[config.mk]
export PLATFORM = sky130hd
export DESIGN_NAME = axil_cmd_master
export DESIGN_NICKNAME = d
export VERILOG_FILES = /design/src/rtl/axil_cmd_master.sv
export SDC_FILE = /design/constraint.sdc
export NUM_CORES = 1
export LEC_CHECK = 0
export ABC_AREA = 1
export CAP_MARGIN = 20
export CORE_AREA = 5 5 117 119
export CTS_CLUSTER_SIZE = 16
export DETAILED_ROUTE_END_ITERATION = 7
export DIE_AREA = 0 0 122 124
export PLACE_DENSITY = 0.85
export SLEW_MARGIN = 25
export SYNTH_ARGS = -nofsm -noshare
export SYNTH_HDL_FRONTEND = slang
export SYNTH_SLANG_ARGS = --single-unit
[constraint.sdc]
create_clock -name s_axi_aclk -period 4.25 [get_ports s_axi_aclk]
set_input_delay 0.425 -clock s_axi_aclk [delete_from_list [all_inputs] [get_ports s_axi_aclk]]
set_output_delay 0.425 -clock s_axi_aclk [all_outputs]
set_load 0.02 [all_outputs]
[src/rtl/axil_cmd_master.sv]
// rtl/axil_cmd_master.sv - AXI4-Lite master driven by a single-beat command/response interface
//
// Converts one command at a time into an AXI-Lite write (AW+W, then B) or
// read (AR, then R) and returns the slave status on the response port.
// Exactly one transaction is outstanding; all outputs are registered.
//
// Ports:
//   s_axi_aclk, s_axi_aresetn    clock, synchronous active-low reset
//   cmd_*                        command in (valid/ready, write flag, addr, wdata)
//   rsp_*                        response out (valid/ready, rdata, resp, write echo)
//   err_cnt                      saturating count of non-OKAY responses
//   m_axi_aw*/w*/b*/ar*/r*       AXI4-Lite master channels
//
// Optional feature: define AXIL_MST_TIMEOUT_EN to abort a transaction that
// waits TIMEOUT_CYCLES cycles in a bus-wait state; it completes with resp 2'b10.

module axil_cmd_master #(
    parameter int unsigned TIMEOUT_CYCLES = 1024
) (
    input  logic        s_axi_aclk,
    input  logic        s_axi_aresetn,

    input  logic        cmd_valid,
    output logic        cmd_ready,
    input  logic        cmd_write,
    input  logic [31:0] cmd_addr,
    input  logic [31:0] cmd_wdata,

    output logic        rsp_valid,
    input  logic        rsp_ready,
    output logic [31:0] rsp_rdata,
    output logic [1:0]  rsp_resp,
    output logic        rsp_write,
    output logic [15:0] err_cnt,

    output logic        m_axi_awvalid,
    input  logic        m_axi_awready,
    output logic [31:0] m_axi_awaddr,
    output logic        m_axi_wvalid,
    input  logic        m_axi_wready,
    output logic [31:0] m_axi_wdata,
    input  logic        m_axi_bvalid,
    output logic        m_axi_bready,
    input  logic [1:0]  m_axi_bresp,
    output logic        m_axi_arvalid,
    input  logic        m_axi_arready,
    output logic [31:0] m_axi_araddr,
    input  logic        m_axi_rvalid,
    output logic        m_axi_rready,
    input  logic [31:0] m_axi_rdata,
    input  logic [1:0]  m_axi_rresp
);

    typedef enum logic [2:0] {
        IDLE    = 3'd0,
        WR_REQ  = 3'd1,
        WR_RESP = 3'd2,
        RD_REQ  = 3'd3,
        RD_DATA = 3'd4,
        RSP     = 3'd5
    } state_t;

    localparam logic [15:0] TO_LIMIT = 16'(TIMEOUT_CYCLES);

    state_t      state_q;
    logic        cmd_ready_q;
    logic        rsp_valid_q;
    logic [31:0] rsp_rdata_q;
    logic [1:0]  rsp_resp_q;
    logic        rsp_write_q;
    logic [15:0] err_cnt_q;
    logic        awvalid_q;
    logic [31:0] awaddr_q;
    logic        wvalid_q;
    logic [31:0] wdata_q;
    logic        bready_q;
    logic        arvalid_q;
    logic [31:0] araddr_q;
    logic        rready_q;

    logic        cmd_hs, aw_hs, w_hs, b_hs, ar_hs, r_hs, rsp_hs;
    logic        wr_req_done;
    logic        progress_d;
    logic [15:0] err_cnt_inc_d;

    assign cmd_hs = cmd_valid && cmd_ready_q;
    assign aw_hs  = awvalid_q && m_axi_awready;
    assign w_hs   = wvalid_q && m_axi_wready;
    assign b_hs   = bready_q && m_axi_bvalid;
    assign ar_hs  = arvalid_q && m_axi_arready;
    assign r_hs   = rready_q && m_axi_rvalid;
    assign rsp_hs = rsp_valid_q && rsp_ready;

    // AW and W complete independently; the write request phase ends once
    // neither is still pending after this edge.
    assign wr_req_done = (!awvalid_q || aw_hs) && (!wvalid_q || w_hs);

    // Saturating increment, applied only when a non-OKAY status enters RSP.
    assign err_cnt_inc_d = (err_cnt_q == 16'hFFFF) ? err_cnt_q : err_cnt_q + 16'd1;

    // The bus-wait state finishes its handshake on this edge.
    always_comb begin
        progress_d = 1'b0;
        case (state_q)
            WR_REQ:  progress_d = wr_req_done;
            WR_RESP: progress_d = b_hs;
            RD_REQ:  progress_d = ar_hs;
            RD_DATA: progress_d = r_hs;
            default: progress_d = 1'b0;
        endcase
    end

`ifdef AXIL_MST_TIMEOUT_EN
    logic [15:0] wait_cnt_q;
    logic        in_wait;
    logic        timeout_hit;

    assign in_wait = (state_q == WR_REQ) || (state_q == WR_RESP) ||
                     (state_q == RD_REQ) || (state_q == RD_DATA);

    // Counter is zero in the first cycle of every wait state, so the limit is
    // reached on the edge closing the TIMEOUT_CYCLES-th cycle of waiting.
    assign timeout_hit = in_wait && (wait_cnt_q == TO_LIMIT - 16'd1);

    always_ff @(posedge s_axi_aclk) begin
        if (!s_axi_aresetn || !in_wait || progress_d || timeout_hit) begin
            wait_cnt_q <= '0;
        end else begin
            wait_cnt_q <= wait_cnt_q + 16'd1;
        end
    end
`else
    logic timeout_hit;
    logic unused_timeout_cfg;

    assign timeout_hit        = 1'b0;
    assign unused_timeout_cfg = ^TO_LIMIT;
`endif

    always_ff @(posedge s_axi_aclk) begin
        if (!s_axi_aresetn) begin
            state_q     <= IDLE;
            cmd_ready_q <= 1'b0;
            rsp_valid_q <= 1'b0;
            rsp_rdata_q <= '0;
            rsp_resp_q  <= '0;
            rsp_write_q <= 1'b0;
            err_cnt_q   <= '0;
            awvalid_q   <= 1'b0;
            awaddr_q    <= '0;
            wvalid_q    <= 1'b0;
            wdata_q     <= '0;
            bready_q    <= 1'b0;
            arvalid_q   <= 1'b0;
            araddr_q    <= '0;
            rready_q    <= 1'b0;
        end else if (timeout_hit && !progress_d) begin
            // A handshake landing on the limit edge takes precedence (progress_d).
            awvalid_q   <= 1'b0;
            wvalid_q    <= 1'b0;
            bready_q    <= 1'b0;
            arvalid_q   <= 1'b0;
            rready_q    <= 1'b0;
            rsp_resp_q  <= 2'b10;
            rsp_rdata_q <= '0;
            rsp_valid_q <= 1'b1;
            err_cnt_q   <= err_cnt_inc_d;
            state_q     <= RSP;
        end else begin
            case (state_q)
                IDLE: begin
                    // Ready rises one cycle after reset release or response hand-off.
                    cmd_ready_q <= 1'b1;
                    if (cmd_hs) begin
                        cmd_ready_q <= 1'b0;
                        rsp_write_q <= cmd_write;
                        awaddr_q    <= cmd_addr;
                        araddr_q    <= cmd_addr;
                        wdata_q     <= cmd_wdata;
                        if (cmd_write) begin
                            awvalid_q <= 1'b1;
                            wvalid_q  <= 1'b1;
                            state_q   <= WR_REQ;
                        end else begin
                            arvalid_q <= 1'b1;
                            state_q   <= RD_REQ;
                        end
                    end
                end
                WR_REQ: begin
                    if (aw_hs) awvalid_q <= 1'b0;
                    if (w_hs)  wvalid_q  <= 1'b0;
                    if (wr_req_done) begin
                        bready_q <= 1'b1;
                        state_q  <= WR_RESP;
                    end
                end
                WR_RESP: begin
                    if (b_hs) begin
                        bready_q    <= 1'b0;
                        rsp_resp_q  <= m_axi_bresp;
                        rsp_rdata_q <= '0;
                        rsp_valid_q <= 1'b1;
                        if (m_axi_bresp != 2'b00) err_cnt_q <= err_cnt_inc_d;
                        state_q     <= RSP;
                    end
                end
                RD_REQ: begin
                    if (ar_hs) begin
                        arvalid_q <= 1'b0;
                        rready_q  <= 1'b1;
                        state_q   <= RD_DATA;
                    end
                end
                RD_DATA: begin
                    if (r_hs) begin
                        rready_q    <= 1'b0;
                        rsp_resp_q  <= m_axi_rresp;
                        // Error reads never leak slave data to the client.
                        rsp_rdata_q <= (m_axi_rresp == 2'b00) ? m_axi_rdata : 32'd0;
                        rsp_valid_q <= 1'b1;
                        if (m_axi_rresp != 2'b00) err_cnt_q <= err_cnt_inc_d;
                        state_q     <= RSP;
                    end
                end
                RSP: begin
                    if (rsp_hs) begin
                        rsp_valid_q <= 1'b0;
                        cmd_ready_q <= 1'b1;
                        state_q     <= IDLE;
                    end
                end
                default: begin
                    state_q <= IDLE;
                end
            endcase
        end
    end

    assign cmd_ready     = cmd_ready_q;
    assign rsp_valid     = rsp_valid_q;
    assign rsp_rdata     = rsp_rdata_q;
    assign rsp_resp      = rsp_resp_q;
    assign rsp_write     = rsp_write_q;
    assign err_cnt       = err_cnt_q;
    assign m_axi_awvalid = awvalid_q;
    assign m_axi_awaddr  = awaddr_q;
    assign m_axi_wvalid  = wvalid_q;
    assign m_axi_wdata   = wdata_q;
    assign m_axi_bready  = bready_q;
    assign m_axi_arvalid = arvalid_q;
    assign m_axi_araddr  = araddr_q;
    assign m_axi_rready  = rready_q;

endmodule
==> flow_summary.toml <==
[worst_setup_path]
crit_type = "flop to flop"
worstSetupStartpoint = "state_q[2]"
critPathLaunchType = "flop"
worstPathMaxFanout = 37
reg2reg_to = "err_cnt[9]"
reg2reg_depth = 7
rrSetupSlack_ns = 2.15
crit_arrival_ns = 2.36
cp.required_ns = 4.52
r2r-start = "state_q[2]"
end_kind = "flop"

[timing]
rsz0062_at_grt = "false"
whs_ns = 0.461
fmax_mhz = 477
finalSetupViolCount = 0
period_minus_slack_ns = 2.10
hold_viol_final = 0
skew_ns = 0.00483
fin_setup_tns_ns = 0
finalMaxSlewViolations = 0
tightest_slew_ns = 0.953
maxSlewHeadroom_pct = 36.4
final.period_utilization_pct = 49.4

[final_layout]
fin_util_pct = 67.0
layout_common_cells = "clkdlybuf4s50_1, nor2_1, dfxtp_1, nand2_1, o21ai_0"
drive_above_1_share_pct = 5.35
nNetsFinal = 1052
final_common_cell = "clkdlybuf4s50_1"
multi_input_area_um2 = 2260
seq_area_um2 = 2500
syn_to_final_growth_pct = 56.8
nFillCells = 1043
antenna_cells = 0

[floorplanning]
core_region_area_um2 = 12500
die_w_um = 122
ios = 264
initial_core_util_pct = 42.7
chipHeight_um = 124
design.die.area_um2 = 15100
rows = 41

[drt]
routedWlPerCell_um = 15.0
firstDrtPassIters = 5
vias = 5494
drcViolationCount = 0
detail-route-antenna-nets = 0
wirelength_mm = 16.8
vias_per_cell = 4.88
drt_iter0_drc = 317

[grt]
use_met2_pct = 35.7
antenna_found_initial = 0
grtUsageMet3_pct = 9.76
grt_pass1_wl_mm = 25.6
top_usage_layer = "met2"
overflow = 0
grt_pass1_vias = 5294
grt.total_usage_pct = 21.5
grtUsageMet1_pct = 23.8
grt_max_degree = 80

[placed_design]
place.detailed.hpwl_mm = 11.8
port_buffers = 263
place_congestion = 0.849

[logic_synthesis]
yosys_register_bits = 125
synthCells = 728
ys.warnings.count = 0
ys_async_sr_fraction_pct = 0
synth.avg_cell_area_um2 = 7.32
syn-cell-area_um2 = 5330
synth_cell_types = 27
synth.net_count = 839
synth_flop_cell = "dfxtp_1"
ys_seq_area_share_pct = 47.0
synth_edf_count = 0

[clock_network]
post_cts_resized = 0
clk_latency_ns = 0.41
path_clk_slew_ns = 0.05
cts_tree = "yes"
cts_made_buffers = 17
clock-sinks = 125
hold_buffers = 0
post-cts-setup-buffers = 0
clock_path_buffers = 2
cts_root_buffer = "clkbuf_16"
htree_num_levels = 4

[pwr]
p_leak_uw = 0.00331
report.power.total_uw = 5170
p_per_area_nw_per_um2 = 619
ir_drop_v = 0.000354

[job]
max_cap_viol_count = 0

[run_status]
status = "finished clean"

[worst_hold_path]
hp-class = "flop to flop"
worstHoldStart = "rsp_rdata[18]"
whs_endpoint = "rsp_rdata[18]"
hold_depth = 2
where the power goes:
group          switching (uW)  internal (uW)
logic                    1240            847
registers                 208           1420
clock network             493            964
critical path, cell delays in order (launching register included):
cell and delay, ns:
dfxtp_1 0.55, nand2_2 0.16, nand2_2 0.16, nand3_4 0.36
nor2_4 0.47, nand3_1 0.12, nand2_1 0.09, nor2_1 0.04
metrics by stage:
step,setup slack [ns],std cells,cell area [um^2]
global placement,1.93,1094,7750
CTS,2.16,1126,8350
floorplan,2.55,728,5330
detailed placement,1.84,1094,7750
finish,2.15,1126,8350
global route,1.92,1126,8350
sequential cells by signal, summed over array words and instances, names as in the netlist, 2 cells and up:
register / count
rsp_rdata: 32
rsp_resp: 2
err_cnt: 16
m_axi_wdata: 32
m_axi_araddr: 32
state_q: 3
cell type report:
type | instances | share of cell area, %
sequential | 125 | 30.0
tap | 172 | 2.58
timing repair buffer | 265 | 31.6
multi-input combinational | 496 | 27.0
clock buffer | 25 | 5.81
clock inverter | 7 | 1.32
inverter | 36 | 1.65
worst max path at each step:
stage	endpoint	cells after the start
CTS	err_cnt[9]	7
finish	err_cnt[9]	7
global route	err_cnt[0]	7
detailed placement	rsp_rdata[26]	6
global placement	rsp_rdata[29]	6
floorplan	err_cnt[12]	9
routing by layer:
layer / vias up / share of wire [%]
li1: 2737 / -
met1: 2481 / 38
met2: 243 / 48
met3: 33 / 11
met4: 0 / 2.3
met5: - / 0
cells in the mapped netlist (2+ instances only):
master | number | area (um^2)
nor3_1 | 2 | 10.0
nor2_1 | 177 | 664
buf_6 | 2 | 22.5
nand3_2 | 2 | 20.0
nand4_1 | 3 | 18.8
xor2_1 | 4 | 35.0
a21oi_1 | 50 | 250
nand2_2 | 4 | 25.0
clkbuf_1 | 12 | 45.0
nor2_4 | 3 | 33.8
buf_1 | 6 | 22.5
inv_2 | 4 | 15.0
nand3_1 | 56 | 280
inv_1 | 32 | 120
a31oi_1 | 4 | 25.0
o21ai_0 | 69 | 345
nand2_1 | 112 | 420
dfxtp_1 | 125 | 2500
nand3_4 | 3 | 52.6
or2_2 | 2 | 12.5
buf_2 | 13 | 65.1
buf_4 | 38 | 285
kinds of logic (layout without fill, tap and decap cells):
logic type,Yosys count,in the layout,synth area share [%]
xor gates and xnor gates,5,5,0.822
buffers and inverters,107,333,10.8
DFF,125,125,47.0
adders and majority gates,1,1,0.235
and+or+nand+nor,366,366,29.4
AOI/OAI and AO/OA,124,124,11.8
(Power assumes the default switching activity.)
